### config.mk
export PLATFORM = sky130hd
export DESIGN_NAME = pipe_stage_reg
export DESIGN_NICKNAME = d
export VERILOG_FILES = /design/src/rtl/pipe_pkg.sv /design/src/rtl/pipe_sat_cnt.sv /design/src/rtl/pipe_stage_reg.sv
export SDC_FILE = /design/constraint.sdc
export NUM_CORES = 1
export LEC_CHECK = 0
export BUFFER_PORTS_ARGS = -buffer_cell sky130_fd_sc_hd__buf_2
export CELL_PAD_IN_SITES_DETAIL_PLACEMENT = 1
export CELL_PAD_IN_SITES_GLOBAL_PLACEMENT = 1
export CORE_AREA = 2 2 142 144
export DETAILED_ROUTE_END_ITERATION = 12
export DIE_AREA = 0 0 144 146
export HOLD_SLACK_MARGIN = 0.05
export PLACE_DENSITY = 0.82
export SLEW_MARGIN = 0
export SYNTH_ARGS = -nofsm -noshare
export SYNTH_HDL_FRONTEND = slang
export SYNTH_HIERARCHICAL = 1
export SYNTH_SLANG_ARGS = --single-unit
### constraint.sdc
create_clock -name clk -period 2.1 [get_ports clk]
set_input_delay 0.525 -clock clk [delete_from_list [all_inputs] [get_ports clk]]
set_output_delay 0.525 -clock clk [all_outputs]
set_load 0.02 [all_outputs]
### src/rtl/pipe_pkg.sv
// Shared pipeline definitions: stall vector layout, stop encodings, NOP payload and counter width.
package pipe_pkg;

  localparam int unsigned STALL_W_DEF = 6;
  localparam int unsigned STALL_PC    = 0;
  localparam int unsigned STALL_IF    = 1;
  localparam int unsigned STALL_ID    = 2;
  localparam int unsigned STALL_EX    = 3;
  localparam int unsigned STALL_MEM   = 4;
  localparam int unsigned STALL_WB    = 5;

  localparam logic STOP     = 1'b1;
  localparam logic NOT_STOP = 1'b0;

  localparam int unsigned PAYLOAD_W_DEF = 64;
  localparam logic [PAYLOAD_W_DEF-1:0] NOP_PAYLOAD = '0;

  localparam int unsigned CNT_W_DEF = 16;

endpackage

### src/rtl/pipe_sat_cnt.sv
// Saturating up-counter with synchronous active-high reset.
module pipe_sat_cnt #(
  parameter int unsigned CNT_W = 16
) (
  input  logic             clk,
  input  logic             rst,
  input  logic             inc,
  output logic [CNT_W-1:0] cnt
);

  always_ff @(posedge clk) begin
    if (rst) begin
      cnt <= '0;
    end else if (inc && (cnt != {CNT_W{1'b1}})) begin
      cnt <= cnt + CNT_W'(1);
    end
  end

endmodule

### src/rtl/pipe_stage_reg.sv
// Inter-stage pipeline register with valid, flush, multicycle parking and stall handling.
// Define PIPE_PERF_CNT_EN to build the bubble/hold performance counters.
module pipe_stage_reg
  import pipe_pkg::*;
#(
  parameter int unsigned PAYLOAD_W = PAYLOAD_W_DEF,
  parameter int unsigned INST_W    = 32,
  parameter int unsigned MC_W      = 66,
  parameter int unsigned STALL_W   = STALL_W_DEF,
  parameter int unsigned STAGE_IDX = STALL_EX,
  parameter int unsigned CNT_W     = CNT_W_DEF
) (
  input  logic                 clk,
  input  logic                 rst,
  input  logic [STALL_W-1:0]   stall,
  input  logic                 flush,
  input  logic                 up_valid,
  input  logic [PAYLOAD_W-1:0] up_payload,
  input  logic [INST_W-1:0]    up_inst,
  input  logic [MC_W-1:0]      up_mc_state,
  output logic                 dn_valid,
  output logic [PAYLOAD_W-1:0] dn_payload,
  output logic [INST_W-1:0]    dn_inst,
  output logic [MC_W-1:0]      mc_state_o,
  output logic [CNT_W-1:0]     bubble_cnt,
  output logic [CNT_W-1:0]     hold_cnt
);

  if (STAGE_IDX + 1 >= STALL_W) begin : g_stage_idx_chk
    $error("pipe_stage_reg: STAGE_IDX+1 must be below STALL_W");
  end

  logic up_stop;
  logic dn_stop;
  logic is_bubble;
  logic is_hold;

  logic                 valid_nxt;
  logic [PAYLOAD_W-1:0] payload_nxt;
  logic [INST_W-1:0]    inst_nxt;
  logic [MC_W-1:0]      mc_nxt;

  assign up_stop   = stall[STAGE_IDX];
  assign dn_stop   = stall[STAGE_IDX+1];
  assign is_bubble = !flush && (up_stop == STOP) && (dn_stop == NOT_STOP);
  assign is_hold   = !flush && (up_stop == STOP) && (dn_stop == STOP);

  // Only two stall bits matter to this stage.
  logic unused_stall;
  assign unused_stall = ^stall;

  // Next-state priority: flush, bubble, advance, hold (hold keeps dn_* by default).
  always_comb begin
    valid_nxt   = dn_valid;
    payload_nxt = dn_payload;
    inst_nxt    = dn_inst;
    mc_nxt      = up_mc_state;
    if (flush) begin
      valid_nxt   = 1'b0;
      payload_nxt = PAYLOAD_W'(NOP_PAYLOAD);
      inst_nxt    = '0;
      mc_nxt      = '0;
    end else if (is_bubble) begin
      valid_nxt   = 1'b0;
      payload_nxt = PAYLOAD_W'(NOP_PAYLOAD);
      inst_nxt    = up_inst;
    end else if (up_stop == NOT_STOP) begin
      // Also covers the never-generated !up_stop & dn_stop pattern.
      valid_nxt   = up_valid;
      payload_nxt = up_payload;
      inst_nxt    = up_inst;
      mc_nxt      = '0;
    end
  end

  always_ff @(posedge clk) begin
    if (rst) begin
      dn_valid   <= 1'b0;
      dn_payload <= '0;
      dn_inst    <= '0;
      mc_state_o <= '0;
    end else begin
      dn_valid   <= valid_nxt;
      dn_payload <= payload_nxt;
      dn_inst    <= inst_nxt;
      mc_state_o <= mc_nxt;
    end
  end

`ifdef PIPE_PERF_CNT_EN
  pipe_sat_cnt #(.CNT_W(CNT_W)) u_bubble_cnt (
    .clk (clk),
    .rst (rst),
    .inc (is_bubble),
    .cnt (bubble_cnt)
  );

  pipe_sat_cnt #(.CNT_W(CNT_W)) u_hold_cnt (
    .clk (clk),
    .rst (rst),
    .inc (is_hold),
    .cnt (hold_cnt)
  );
`else
  logic unused_perf;
  assign unused_perf = is_bubble ^ is_hold;
  assign bubble_cnt  = '0;
  assign hold_cnt    = '0;
`endif

endmodule

; ---- Word level (Yosys, flattened, before mapping)
; Index checks and enable logic that the tools add are counted.
[word_totals]
output_inout_bits = 195
input_bits = 172
elab_cells = 15
reg_bits = 163
[classes]
eq_ne = 1
muxes = 4
n_reduce_logical = 5
bitwise_logic = 1
[op_table]
columns = cell, count
row1 = $mux W66, 2
row2 = $mux W32, 2
row3 = $reduce_or A3 Y1, 1
row4 = $logic_and A1 B1 Y1, 2
row5 = $ne A2 B1 Y1 const B, 1
row6 = $reduce_or A2 Y1, 1
row7 = $logic_not A1 Y1, 1
row8 = $not A1 Y1, 1

; ---- Longest topological paths before layout
[depth]
depth_word = 4
ltp_mapped = 6
ltp_nobuf = 2

; ---- Least setup slack after synthesis
; Ideal clock, no wire load.
[synth_path]
path_type = input to register
from = input stall[3]
to = register mc_state_o[55]
n_path_buf = 4
arrival_time_ns = 1.187
setup_time_ns = 0.116
path_slack_ns = 0.798
stages = 5
cell_sequence = buf_6 > buf_12 > buf_12 > buf_4 > and3_1
[synth_via]
elab_chain_cells = 3
word_cells_on_any_way = 4
classes_between = 2 x mux / 2 x reduce/logical
[synth_lines]
columns = element, line_no
row1 = "start, declared", pipe_stage_reg.sv:15  ; input logic [STALL_W-1:0] stall,
row2 = $logic_and A1 B1 Y1, -
row3 = $logic_and A1 B1 Y1, pipe_stage_reg.sv:45  ; assign is_bubble = !flush && (up_stop == STOP) && (dn_stop == NOT_STOP);
row4 = $mux W66 (*), pipe_stage_reg.sv:63  ; end else if (is_bubble) begin
row5 = "end signal, assigned", pipe_stage_reg.sv:86  ; mc_state_o <= mc_nxt;
row6 = "end, declared", pipe_stage_reg.sv:24  ; output logic [MC_W-1:0] mc_state_o,
; Mark *: on every way between the ends. The rest lies on a longest branch, timed or not.
; A chain may end at the register's enable or synchronous reset.

; ---- Worst setup path in the final report
[layout_path]
from = register dn_payload[56]
to = output dn_payload[56]
[layout_rtl]
columns = element, line_no
row1 = "start, declared", pipe_stage_reg.sv:22  ; output logic [PAYLOAD_W-1:0] dn_payload,
row2 = "start signal, assigned", pipe_stage_reg.sv:84  ; dn_payload <= payload_nxt;
; No word-level cell between the ends.

==> out/qor.yml <==
status:
  status: "completed"
final_layout:
  seq_area_sq_um: 3263
  final_net_count: 1090
  final_cell_count_no_fill: 1195
  drive_gt1_share_pct: 60.86
  n_fill_cell: 2266
  areaGrowthSynthToFinish_pct: 31.74
  multi_input_area_sq_um: 3034
  diodes: 0
timing:
  max_freq_mhz: 664.7
  fin_tns_setup_ns: 0
  rsz0062_at_grt: "false"
  worstMarginPinSlew_ns: 0.6966
  min_period_over_period_pct: 71.64
  setup_violations: 0
  slew_violations: 0
  fin_crit_ns: 1.504
  hold_violations: 0
  slew_headroom_pct: 53.56
  clock-skew-final_ns: 0
setup_path:
  worstSetupPathType: "flip-flop to output port"
  rr_endpoint: "dn_payload[56]"
  cp_max_fo: 2
  critPathCaptureType: "output port"
  path_cells: "buf_2"
  worstRegToRegCells: 2
  cp_top_family: "flip-flops"
  worst_ep_required_time_ns: 1.57
  timing.critical_path.slowest_cell_delay_ns: 0.37
  cp.depth: 1
  r2r_start: "dn_payload[56]"
  startpoint_type: "flip-flop"
  cp.arrival_ns: 0.98
  crit_buf_inv: 1
  cp_slowest_cell: "dfxtp_1"
  reg2reg_slack_ns: 1.43
yosys:
  synth_seq_area_share_pct: 47.16
  synth.area.top_cells: "dfxtp_1, nand3_2, a21oi_2, and3_1, nand2b_1"
  synth_cell_types: 17
  yosysTopAreaCellShare_pct: 47.16
  synth_adder_area_share_pct: 0
  syn_inst: 616
  yosys_warnings: 6
  synth-simple-area-share_pct: 25.52
  synth_area_per_cell_sq_um: 11.23
  synth_top_family_by_area: "simple AND/OR/NAND/NOR gates"
  synth_top_area_cell: "dfxtp_1"
  synthesis.area_sq_um: 6919
  synthMuxAreaShare_pct: 0
  synth_compound_area_share_pct: 16.53
  ys_ff_latch: 163
  synth_xor_area_share_pct: 0
global_routing:
  grt_pass1_wl_mm: 30.56
  grt_use_total_pct: 18.62
  overflow: 0
  grt_max_degree: 98
  antenna_found_initial: 1
  grt_pass1_vias: 5510
placed_design:
  hpwl_mm: 14.65
  place_inst: 1164
  routabilityCongestion: 0.8169
  port-buffer-count: 330
floorplanning:
  row_count: 51
  die_area_sq_um: 21020
  initial_core_util_pct: 35.79
  die-height_microns: 146
  core_area_sq_um: 19330
  dieWidth_microns: 144
  pin_count: 367
route:
  drt-wirelength-per-cell_microns: 16.85
  wl_mm: 20.13
  drt-initial-drc-count: 221
  drc_errors: 0
  viasPerCell: 4.600
  via_count: 5497
  ant_nets: 0
  dr.pass1.iters: 4
clocking:
  cts_buffers: 17
  insertion_delay_ns: 0.41
  clk_pin_slew_worst_paths_ns: 0.07
  cts_resized: 0
  ctsRootBufferMaster: "clkbuf_16"
  clock-sinks: 163
  clockBufferDepth: 2
  cts_tree: "done"
  holdBufCountCts: 0
  cts_max_level: 4
  postCtsSetupBuffers: 0
hold_path:
  hold_class: "input port to flip-flop"
  hold-path-cell-count: 2
  worstHoldEndpoint: "mc_state_o[52]"
  min_from: "up_mc_state[52]"
run:
  cap_violations: 0
power_and_ir_drop:
  p_per_area_nw_per_um2: 796.8
  p_leak_nw: 4.285
  peakVddDrop_mv: 0.5202
-- power by group --
| part | internal (mW) | total, mW | switching (mW) |
|---|---|---|---|
| logic | 0.345 | 0.884 | 0.539 |
| clock network | 1.78 | 3.15 | 1.36 |
| registers | 3.19 | 3.23 | 0.0460 |
| total | 5.31 | 7.26 | 1.95 |
-- per-stage QoR --
stage | util [%] | area (sq um) | worst slack (ns) | power (mW) | hold WS, ns
2_1_floorplan | - | 7036 | 0.7975 | 3.936 | 0.5470
3_3_place_gp | 44.07 | 8521 | 0.5062 | 4.173 | 0.4527
3_5_place_dp | 44.07 | 8521 | 0.4855 | 4.194 | 0.4621
4_1_cts | 47.14 | 9115 | 0.5534 | 7.366 | 0.3077
5_1_grt | 47.14 | 9115 | 0.5341 | 7.590 | 0.3119
6_report | 47.14 | 9115 | 0.5956 | 7.263 | 0.3264
-- logic make-up after synthesis --
kind of cell,Yosys count
other,1
buffers and inverters,93
AND/OR/NAND/NOR,230
flip-flops,163
AO/OA/AOI/OAI,129
-- sequential cells by signal, summed over array words and instances, names as in the netlist --
signal / count
dn_payload: 64
dn_inst: 32
mc_state_o: 66
dn_valid: 1
-- metal layers --
layer	part of all wire, %	GRT usage, %
met1	40	21.38
met2	53	32.81
met3	5.8	5.331
met4	1.9	6.373
met5	0.035	0
-- placed cells by master (no fill, tap or decap), types with 2 or more instances in the layout --
cell type   instances
clkinvlp_4          2
and3_1             66
nand2b_1           65
a21bo_1            24
a21oi_1             7
buf_12              9
bufinv_16           2
inv_6               5
clkbuf_16          17
buf_2             328
nand3_2            90
a21bo_2             8
a21oi_2            90
buf_4               6
clkinv_4            2
nand3_1             7
conb_1             32
dfxtp_1           163
-- synthesized netlist by cell type --
cell type / n
a21bo_1: 24
a21bo_2: 8
a21oi_1: 7
a21oi_2: 90
and3_1: 66
buf_12: 11
buf_2: 22
buf_4: 40
buf_6: 5
clkbuf_1: 15
conb_1: 1
dfxtp_1: 163
nand2b_1: 65
nand3_1: 7
nand3_2: 90
nor2_1: 1
or2_1: 1
-- worst max path at each step --
stage / start / end / slack (ns)
after floorplan: stall[3] / mc_state_o[55] / 0.80
after global placement: stall[3] / dn_inst[13] / 0.51
after detailed placement: stall[3] / dn_inst[30] / 0.49
after CTS: dn_payload[56] / dn_payload[56] / 0.55
after global routing: dn_payload[56] / dn_payload[56] / 0.53
final: dn_payload[56] / dn_payload[56] / 0.60
-- cell type report --
class                           instances  share of cell area [%]
Tap cell                              265                   3.638
Clock buffer                           17                   4.667
Multi-Input combinational cell        391                   33.29
Timing Repair Buffer                  345                   20.75
Clock inverter                         14                   1.853
Sequential cell                       163                   35.80
(Power assumes the default switching activity.)
